<file path="config.mk">
export PLATFORM = sky130hd
export DESIGN_NAME = data_mem_lsu
export DESIGN_NICKNAME = d
export VERILOG_FILES = /design/src/rtl/data_mem_lsu.sv
export SDC_FILE = /design/constraint.sdc
export NUM_CORES = 2
export LEC_CHECK = 0
export CORE_UTILIZATION = 53
export CTS_BUF_LIST = sky130_fd_sc_hd__clkbuf_8
export CTS_CLUSTER_SIZE = 12
export DETAILED_ROUTE_END_ITERATION = 8
export GPL_ROUTABILITY_DRIVEN = 0
export GPL_TIMING_DRIVEN = 1
export PLACE_DENSITY = 0.69
export SLEW_MARGIN = 30
export SYNTH_ARGS = -nofsm -noshare
export SYNTH_HDL_FRONTEND = slang
export SYNTH_SLANG_ARGS = --single-unit
</file>
<file path="constraint.sdc">
create_clock -name clk -period 14.06 [get_ports clk]
set_input_delay 2.109 -clock clk [delete_from_list [all_inputs] [get_ports clk]]
set_output_delay 2.109 -clock clk [all_outputs]
set_load 0.01 [all_outputs]
</file>
<file path="src/rtl/data_mem_lsu.sv">
// data_mem_lsu: data memory behind the MEM stage of the RISC-V datapath.
//   Byte/halfword/word loads and stores, with sign or zero extension on loads.
//   Reads are registered, so the response arrives one cycle after acceptance.
//   Misaligned, illegal-funct3 and out-of-range requests report a fault.
//   After every reset the memory is cleared, one word per cycle.
// Ports:
//   clk, rst_n        clock and asynchronous active-low reset
//   req_valid/ready   request handshake; ready is high only once clear is done
//   req_we            1 = store, 0 = load
//   req_funct3        RISC-V funct3 selecting size and sign
//   req_addr          byte address (ADDR_W bits)
//   req_wdata         store data, low lanes used for SB/SH
//   rsp_valid         one-cycle pulse per accepted request
//   rsp_rdata         extended load data; zero for stores and faults
//   rsp_fault         accepted request was misaligned, illegal or out of range
//   init_done         post-reset memory clear has completed
module data_mem_lsu #(
  parameter int DEPTH  = 128,
  parameter int ADDR_W = 9
) (
  input  logic              clk,
  input  logic              rst_n,
  input  logic              req_valid,
  output logic              req_ready,
  input  logic              req_we,
  input  logic [2:0]        req_funct3,
  input  logic [ADDR_W-1:0] req_addr,
  input  logic [31:0]       req_wdata,
  output logic              rsp_valid,
  output logic [31:0]       rsp_rdata,
  output logic              rsp_fault,
  output logic              init_done
);

  localparam int IDX_W = ADDR_W - 2;

  typedef enum logic [0:0] {
    ST_CLEAR = 1'b0,
    ST_READY = 1'b1
  } state_e;

  state_e             state_q, state_d;
  logic [IDX_W-1:0]   clr_ptr_q, clr_ptr_d;
  logic               rsp_valid_q, rsp_valid_d;
  logic [31:0]        rsp_rdata_q, rsp_rdata_d;
  logic               rsp_fault_q, rsp_fault_d;
  logic [31:0]        mem_q [DEPTH];

  logic [IDX_W-1:0]   idx_s;
  logic [1:0]         lane_s;
  logic [1:0]         size_s;     // 0 byte, 1 half, 2 word
  logic               signed_s;
  logic               legal_s;
  logic               aligned_s;
  logic               in_range_s;
  logic               fault_s;
  logic               accept_s;
  logic [31:0]        rd_word_s;
  logic [31:0]        shifted_s;
  logic [31:0]        load_data_s;
  logic               mem_we_s;
  logic [IDX_W-1:0]   mem_widx_s;
  logic [3:0]         mem_wbe_s;
  logic [31:0]        mem_wdata_s;

  assign idx_s      = req_addr[ADDR_W-1:2];
  assign lane_s     = req_addr[1:0];
  assign in_range_s = (int'(idx_s) < DEPTH);
  assign req_ready  = (state_q == ST_READY);
  assign init_done  = (state_q == ST_READY);
  assign accept_s   = req_valid & (state_q == ST_READY);
  assign rsp_valid  = rsp_valid_q;
  assign rsp_rdata  = rsp_rdata_q;
  assign rsp_fault  = rsp_fault_q;

  // Decode funct3 into access size, signedness and legality for the direction.
  always_comb begin
    size_s   = 2'd0;
    signed_s = 1'b0;
    legal_s  = 1'b0;
    case (req_funct3)
      3'b000: begin size_s = 2'd0; signed_s = 1'b1; legal_s = 1'b1;     end
      3'b001: begin size_s = 2'd1; signed_s = 1'b1; legal_s = 1'b1;     end
      3'b010: begin size_s = 2'd2; signed_s = 1'b0; legal_s = 1'b1;     end
      3'b100: begin size_s = 2'd0; signed_s = 1'b0; legal_s = ~req_we; end
      3'b101: begin size_s = 2'd1; signed_s = 1'b0; legal_s = ~req_we; end
      default: begin size_s = 2'd0; signed_s = 1'b0; legal_s = 1'b0;    end
    endcase
  end

  // Alignment check and overall fault flag.
  always_comb begin
    aligned_s = 1'b1;
    case (size_s)
      2'd1:    aligned_s = ~lane_s[0];
      2'd2:    aligned_s = (lane_s == 2'b00);
      default: aligned_s = 1'b1;
    endcase
    fault_s = ~(legal_s & aligned_s & in_range_s);
  end

  // Read the addressed word and extract/extend the requested lane.
  always_comb begin
    rd_word_s   = 32'h0000_0000;
    load_data_s = 32'h0000_0000;
    if (in_range_s) begin
      rd_word_s = mem_q[idx_s];
    end else begin
      rd_word_s = 32'h0000_0000;
    end
    shifted_s = rd_word_s >> {lane_s, 3'b000};
    case (size_s)
      2'd0:    load_data_s = {{24{shifted_s[7] & signed_s}}, shifted_s[7:0]};
      2'd1:    load_data_s = {{16{shifted_s[15] & signed_s}}, shifted_s[15:0]};
      default: load_data_s = rd_word_s;
    endcase
  end

  // Clear sequencing and the accept-path response values.
  always_comb begin
    state_d     = state_q;
    clr_ptr_d   = clr_ptr_q;
    rsp_valid_d = accept_s;
    rsp_fault_d = accept_s & fault_s;
    rsp_rdata_d = 32'h0000_0000;
    case (state_q)
      ST_CLEAR: begin
        if (clr_ptr_q == IDX_W'(DEPTH - 1)) begin
          state_d   = ST_READY;
          clr_ptr_d = '0;
        end else begin
          clr_ptr_d = clr_ptr_q + IDX_W'(1);
        end
      end
      ST_READY: begin
        if (accept_s & ~req_we & ~fault_s) begin
          rsp_rdata_d = load_data_s;
        end else begin
          rsp_rdata_d = 32'h0000_0000;
        end
      end
      default: begin
        state_d   = ST_CLEAR;
        clr_ptr_d = '0;
      end
    endcase
  end

  // Memory write port: clear writes in CLEAR, byte-enabled stores in READY.
  always_comb begin
    mem_we_s    = 1'b0;
    mem_widx_s  = '0;
    mem_wbe_s   = 4'b0000;
    mem_wdata_s = 32'h0000_0000;
    if (state_q == ST_CLEAR) begin
      mem_we_s    = 1'b1;
      mem_widx_s  = clr_ptr_q;
      mem_wbe_s   = 4'b1111;
      mem_wdata_s = 32'h0000_0000;
    end else if (accept_s & req_we & ~fault_s) begin
      mem_we_s   = 1'b1;
      mem_widx_s = idx_s;
      case (size_s)
        2'd0: begin
          mem_wbe_s   = 4'b0001 << lane_s;
          mem_wdata_s = {4{req_wdata[7:0]}};
        end
        2'd1: begin
          mem_wbe_s   = lane_s[1] ? 4'b1100 : 4'b0011;
          mem_wdata_s = {2{req_wdata[15:0]}};
        end
        default: begin
          mem_wbe_s   = 4'b1111;
          mem_wdata_s = req_wdata;
        end
      endcase
    end else begin
      mem_we_s = 1'b0;
    end
  end

  // Memory array; contents only change through the write port, not reset.
  always_ff @(posedge clk) begin
    if (mem_we_s) begin
      for (int b = 0; b < 4; b++) begin
        if (mem_wbe_s[b]) begin
          mem_q[mem_widx_s][8*b +: 8] <= mem_wdata_s[8*b +: 8];
        end
      end
    end
  end

  // Control and response registers.
  always_ff @(posedge clk or negedge rst_n) begin
    if (!rst_n) begin
      state_q     <= ST_CLEAR;
      clr_ptr_q   <= '0;
      rsp_valid_q <= 1'b0;
      rsp_rdata_q <= 32'h0000_0000;
      rsp_fault_q <= 1'b0;
    end else begin
      state_q     <= state_d;
      clr_ptr_q   <= clr_ptr_d;
      rsp_valid_q <= rsp_valid_d;
      rsp_rdata_q <= rsp_rdata_d;
      rsp_fault_q <= rsp_fault_d;
    end
  end

endmodule

</file>
# Word-level counts from Yosys, hierarchy flattened
# Memories as Yosys holds them, arrays and structs flattened.
# Index checks and enable logic that the tools add are counted.
[word_totals] mem_bits_rw=4096 memories=1 reg_bits=42 elab_cells=68
[classes] addsub=1 n_reduce_logical=7 bitwise=12 muxes=33 n_eq_ne=7 shift=2
[memory_table] name="mem_q" words=128 width=32 read_ports=1 rd_clocked_by_memory_dff=0 write_ports=1 line_no="47" text="logic [31:0] mem_q [DEPTH];"
[ops] op="32-bit two-way mux" n=4
[ops] op="32-bit case mux with 2 select lines" n=2
[ops] op="32-bit by 5-bit right shift with 16-bit output" n=1
[ops] op="7-bit two-way mux" n=3
[ops] op="1-bit two-way mux" n=17
[ops] op="4-bit two-way mux" n=3
[ops] op="1-bit AND" n=9
[ops] op="4-bit case mux with 2 select lines" n=1
[ops] op="7-bit by 1-bit adder with 7-bit output (second input constant)" n=1
[ops] op="7-bit equality test (second input constant)" n=1
[ops] op="3-bit equality test (second input constant)" n=2
[ops] op="2-bit OR reduction" n=3
[ops] op="2-bit logical NOT" n=2
[ops] op="1-bit case mux with 2 select lines" n=2
[ops] op="2-bit case mux with 2 select lines" n=1
[ops] op="1-bit by 2-bit << shifter with 4-bit output (first input constant)" n=1
[ops] op="3-bit by 1-bit equality test with 1-bit output (second input constant)" n=1
[ops] op="3-bit by 2-bit equality test with 1-bit output (second input constant)" n=1
[ops] op="3-bit logical NOT" n=1
[ops] op="1-bit inverter" n=3
[ops] op="3-bit OR reduction" n=1
[ops] op="2-bit by 1-bit equality test with 1-bit output (second input constant)" n=1
[ops] op="2-bit equality test (second input constant)" n=1

# Longest topological paths before layout
[depth] depth_word=12 mapped_depth=17

# Worst setup path before layout
# No wires, ideal clock.
[synth_path] path_type="in2reg" start="input port req_funct3[2]" end="memory mem_q[0][27], data pin" arrival_ns=7.736 stages=11 setup_slack_ns=5.355 setup_ns=0.969 path_buffers=3 cell_sequence="or3b_2 > inv_1 > ha_1 > nand2b_1 > a21o_1 > a21o_1 > or2_2 > clkbuf_1 > clkbuf_1 > buf_1 > a31oi_1"
[synth_between] elab_chain_len=9
[synth_rtl] item="start: declaration" line_no="26" text="input logic [2:0] req_funct3,"
[synth_rtl] item="3-bit equality test / 3-bit by 1-bit equality test with 1-bit output (equally long branches)" line_no="81" text="case (req_funct3)"
[synth_rtl] item="2-bit OR reduction (no source line)"
[synth_rtl] item="2-bit case mux with 2 select lines" line_no="81"
[synth_rtl] item="2-bit equality test / 2-bit by 1-bit equality test with 1-bit output (equally long branches)" line_no="94, 163"
[synth_rtl] item="1-bit case mux with 2 select lines" line_no="94" text="case (size_s)"
[synth_rtl] item="1-bit AND" line_no="99" text="fault_s = ~(legal_s & aligned_s & in_range_s);"
[synth_rtl] item="1-bit AND" line_no="160" text="end else if (accept_s & req_we & ~fault_s) begin"
[synth_rtl] item="32-bit two-way mux *" line_no="160"
[synth_rtl] item="32-bit two-way mux *" line_no="155" text="if (state_q == ST_CLEAR) begin"
[synth_rtl] item="named net mem_wdata_s[27]" line_no="64" text="logic [31:0] mem_wdata_s;"
[synth_rtl] item="end: declaration" line_no="47"
# Mark *: on every way through the listed nets, which the timed path passes. The rest lies on a longest branch.

# Worst setup path in the final report
[layout_path] start="input port req_funct3[0]" end="memory mem_q[42][24] (enable)"
[layout_between] elab_chain_len=12
[layout_rtl] item="3-bit equality test / 3-bit by 1-bit equality test with 1-bit output (equally long branches)" line_no="81"
[layout_rtl] item="2-bit OR reduction (no source line)"
[layout_rtl] item="2-bit case mux with 2 select lines" line_no="81"
[layout_rtl] item="2-bit equality test / 2-bit by 1-bit equality test with 1-bit output (equally long branches)" line_no="94, 163"
[layout_rtl] item="1-bit case mux with 2 select lines" line_no="94"
[layout_rtl] item="1-bit AND" line_no="99"
[layout_rtl] item="1-bit AND" line_no="160"
[layout_rtl] item="4-bit two-way mux" line_no="160"
[layout_rtl] item="4-bit two-way mux" line_no="155"
[layout_rtl] item="1-bit two-way mux" line_no="186" text="if (mem_wbe_s[b]) begin"
[layout_rtl] item="1-bit two-way mux" line_no="184" text="if (mem_we_s) begin"
[layout_rtl] item="1-bit two-way mux (not written as such)" line_no="187" text="mem_q[mem_widx_s][8*b +: 8] <= mem_wdata_s[8*b +: 8];"
# Several ways; a longest one is shown, not always the timed one.

==> out/qor.yml <==
status: "completed"
cts_tree: "done"
seq_power_share: 0.567
ys_seq_area_frac: 0.7688
track_usage: 0.2824
nNetsFinal: 8440
power_frac_comb: 0.026
fillers: 21390
yosys-top-cells-area: "edfxtp_1, mux4_2, mux2i_1, nor2_1, a22oi_1"
tightest_slew_ns: 1.091
dr.pass1.iters: 8
antenna_found_initial: 20
clock_power_share: 0.406
setup_viol: 0
drt_iter0_drc: 11993
postCtsSetupBuffers: 0
rsz0062_at_grt: "false"
p_leak_nw: 46.94
period_needed_ns: 7.354
yosys_warnings: 0
die_h_um: 553.8
synth-edff-count: 4096
cts_hold_buf: 0
swShare: 0.2174
core_sq_um: 302800
cp_slowest_cell: "nand2_1"
dieArea_sq_um: 306700
power.density_nw_per_um2: 131.6
cts.reportedPaths.clkPinSlew_ns: 0.06
maxCapViolations: 0
grt.overflow.total: 0
cts_inserted_buffers: 636
post_synth.cell_area_avg_sq_um: 20.22
area.growth.synth_to_final_pct: 10.82
synth_commonest_cells: "edfxtp_1, mux4_2, nor2_1"
via_count: 83659
crit_fanout: 37
drc: 0
synth_top_area_cell: "edfxtp_1"
cp-end-kind: "flop"
ys_ff_latch: 4138
via_per_inst: 6.490
pin_count: 84
portBuffers: 83
avgRoutedWirePerCell_um: 33.72
hp-class: "flop to flop"
cts_resized: 0
dpl_worst_slack_ns: 5.424
min_period_over_period: 0.5231
intPower_mw: 18.41
postRouteAntennaNets: 0
ys_async_sr_fraction: 0.01015
fp.dieW_um: 553.8
ctsRootBufferMaster: "clkbuf_8"
drt_wl_total_um: 434700
slew-limit-headroom: 0.2700
slowest_delay_ns: 0.89
worst_ep_arrival_time_ns: 8.16
hold_viol: 0
clock-sinks: 4138
ir_worst_vdd_mv: 0.1137
mappedNetlistArea_sq_um: 161400
drive_gt1_frac: 0.2202
synth_cell_type_count: 74
p_sw_mw: 5.115
start_util: 0.5329
yosysMostFrequentCell: "edfxtp_1"
drv_slew: 0
path_cells: "clkdlybuf4s50_1 -> or3b_2 -> ha_1 -> inv_1 -> a21o_1 -> a21o_1 -> or2_4 -> o22ai_1 -> nor2_1 -> nand2_1 -> nor2_1"
syn_inst: 7980
clk_path_buf_depth: 4
finalPower_mw: 23.52
whs_ns: 0.5752
synth_top_flop_cell: "edfxtp_1"
critPathKind: "primary input to flop"
tns_ns: 0
syn_nets: 8032
clock_skew_ns: 0.07226
grt_start_max_net_pins: 138
worstSetupStartpointType: "primary input"
dpl.hpwl_um: 267600
htreeDepth: 6
insertion_delay_ns: 1.21
required_ns: 14.87
grt_pass1_vias: 83349
synth_top_area_frac: 0.7623
num_rows: 202
grt_first_pass_wirelength_um: 614100
max_freq_mhz: 136.0
setup_slack_ns: 6.706
sequential cells by signal, indices dropped and copies added, names as in the netlist:
register / count
clr_ptr_q: 7
init_done: 1
mem_q: 4096
rsp_fault: 1
rsp_rdata: 32
rsp_valid: 1
worst max-delay path, delay by kind of cell:
| family | cells | cell delay [ns] |
|---|---|---|
| AO/OA/AOI/OAI | 3 | 0.65 |
| adder cells (fa/ha/maj) | 1 | 0.46 |
| buffers and inverters | 2 | 0.99 |
| AND/OR/NAND/NOR | 5 | 3.90 |
power groups by stage:
stage / clock, mW / combinational (mW) / sequential (mW)
finish: 9.56 / 0.618 / 13.3
global route: 10.2 / 0.634 / 13.3
CTS: 9.65 / 0.603 / 13.3
detailed placement: 0 / 0.602 / 13.6
global placement: 0 / 0.593 / 13.6
floorplan: 0 / 0.398 / 13.6
final timing paths:
check	to	slack (ns)	from	cells past startpoint
max	mem_q[42][24]	6.71	req_funct3[0]	11
min	clr_ptr_q[2]	0.58	clr_ptr_q[2]	1
max reg2reg	mem_q[42][24]	8.53	init_done	8
min reg2reg	clr_ptr_q[2]	0.58	clr_ptr_q[2]	1
max in group asynchronous	rsp_rdata[31]	12.45	rst_n	2
min in group asynchronous	rsp_valid	1.03	rst_n	2
stage by stage:
stage | utilization | std cells | area (sq um)
5_1_grt | 0.5905 | 12885 | 178800
3_3_place_gp | 0.5497 | 11723 | 166400
4_1_cts | 0.5901 | 12875 | 178700
6_report | 0.5906 | 12891 | 178800
2_1_floorplan | - | 7980 | 161400
3_5_place_dp | 0.5502 | 11726 | 166600
layout make-up:
type / instances / area (sq um) / share of cell area
diodes: 14 / 35.03 / 0.0001959
inverters: 11 / 43.79 / 0.0002449
repair buffers: 261 / 2406 / 0.01346
multi-input cells: 3340 / 35240 / 0.1971
well taps: 3978 / 4977 / 0.02783
clock inverters: 493 / 3038 / 0.01699
clock buffers: 656 / 9029 / 0.05049
flip-flops and latches: 4138 / 124000 / 0.6937
layer usage:
layer / part of all wire / global-route usage / vias to the layer above
met1: 0.37 / 0.3855 / 43354
met4: 0.053 / 0.1388 / 4
met2: 0.46 / 0.4285 / 5611
met5: 0.000078 / 0 / -
met3: 0.12 / 0.07008 / 959
li1: - / - / 33731
cells by family (layout without fill, tap and decap cells):
family                     count (synthesis)  count (layout)  synth area share
DFF                                     4138            4138            0.7688
muxes                                   1392            1392            0.1516
and+or+nand+nor                         1341            1341           0.03681
AOI/OAI and AO/OA                        600             600           0.02586
buffers and inverters                    502            1421           0.01649
adders and majority gates                  4               4         0.0003102
xor gates and xnor gates                   3               3         0.0001629
other                                      0              14                 0
layout by cell type (no fill, tap or decap), types with 18 or more instances in the layout:
cell,instances
nand4_1,51
clkinvlp_4,18
o22ai_1,145
mux4_1,32
mux2i_1,554
clkbuf_8,656
a22oi_1,287
o21ai_0,24
buf_4,158
mux4_2,799
dfrtp_1,42
bufinv_16,26
nor3_1,66
nor2_1,636
inv_1,192
nand2_1,265
a21oi_1,43
clkinv_1,145
clkinv_2,83
nand3_1,177
clkdlybuf4s50_1,76
edfxtp_1,4096
Note: power is estimated with default switching activity, not from simulation.
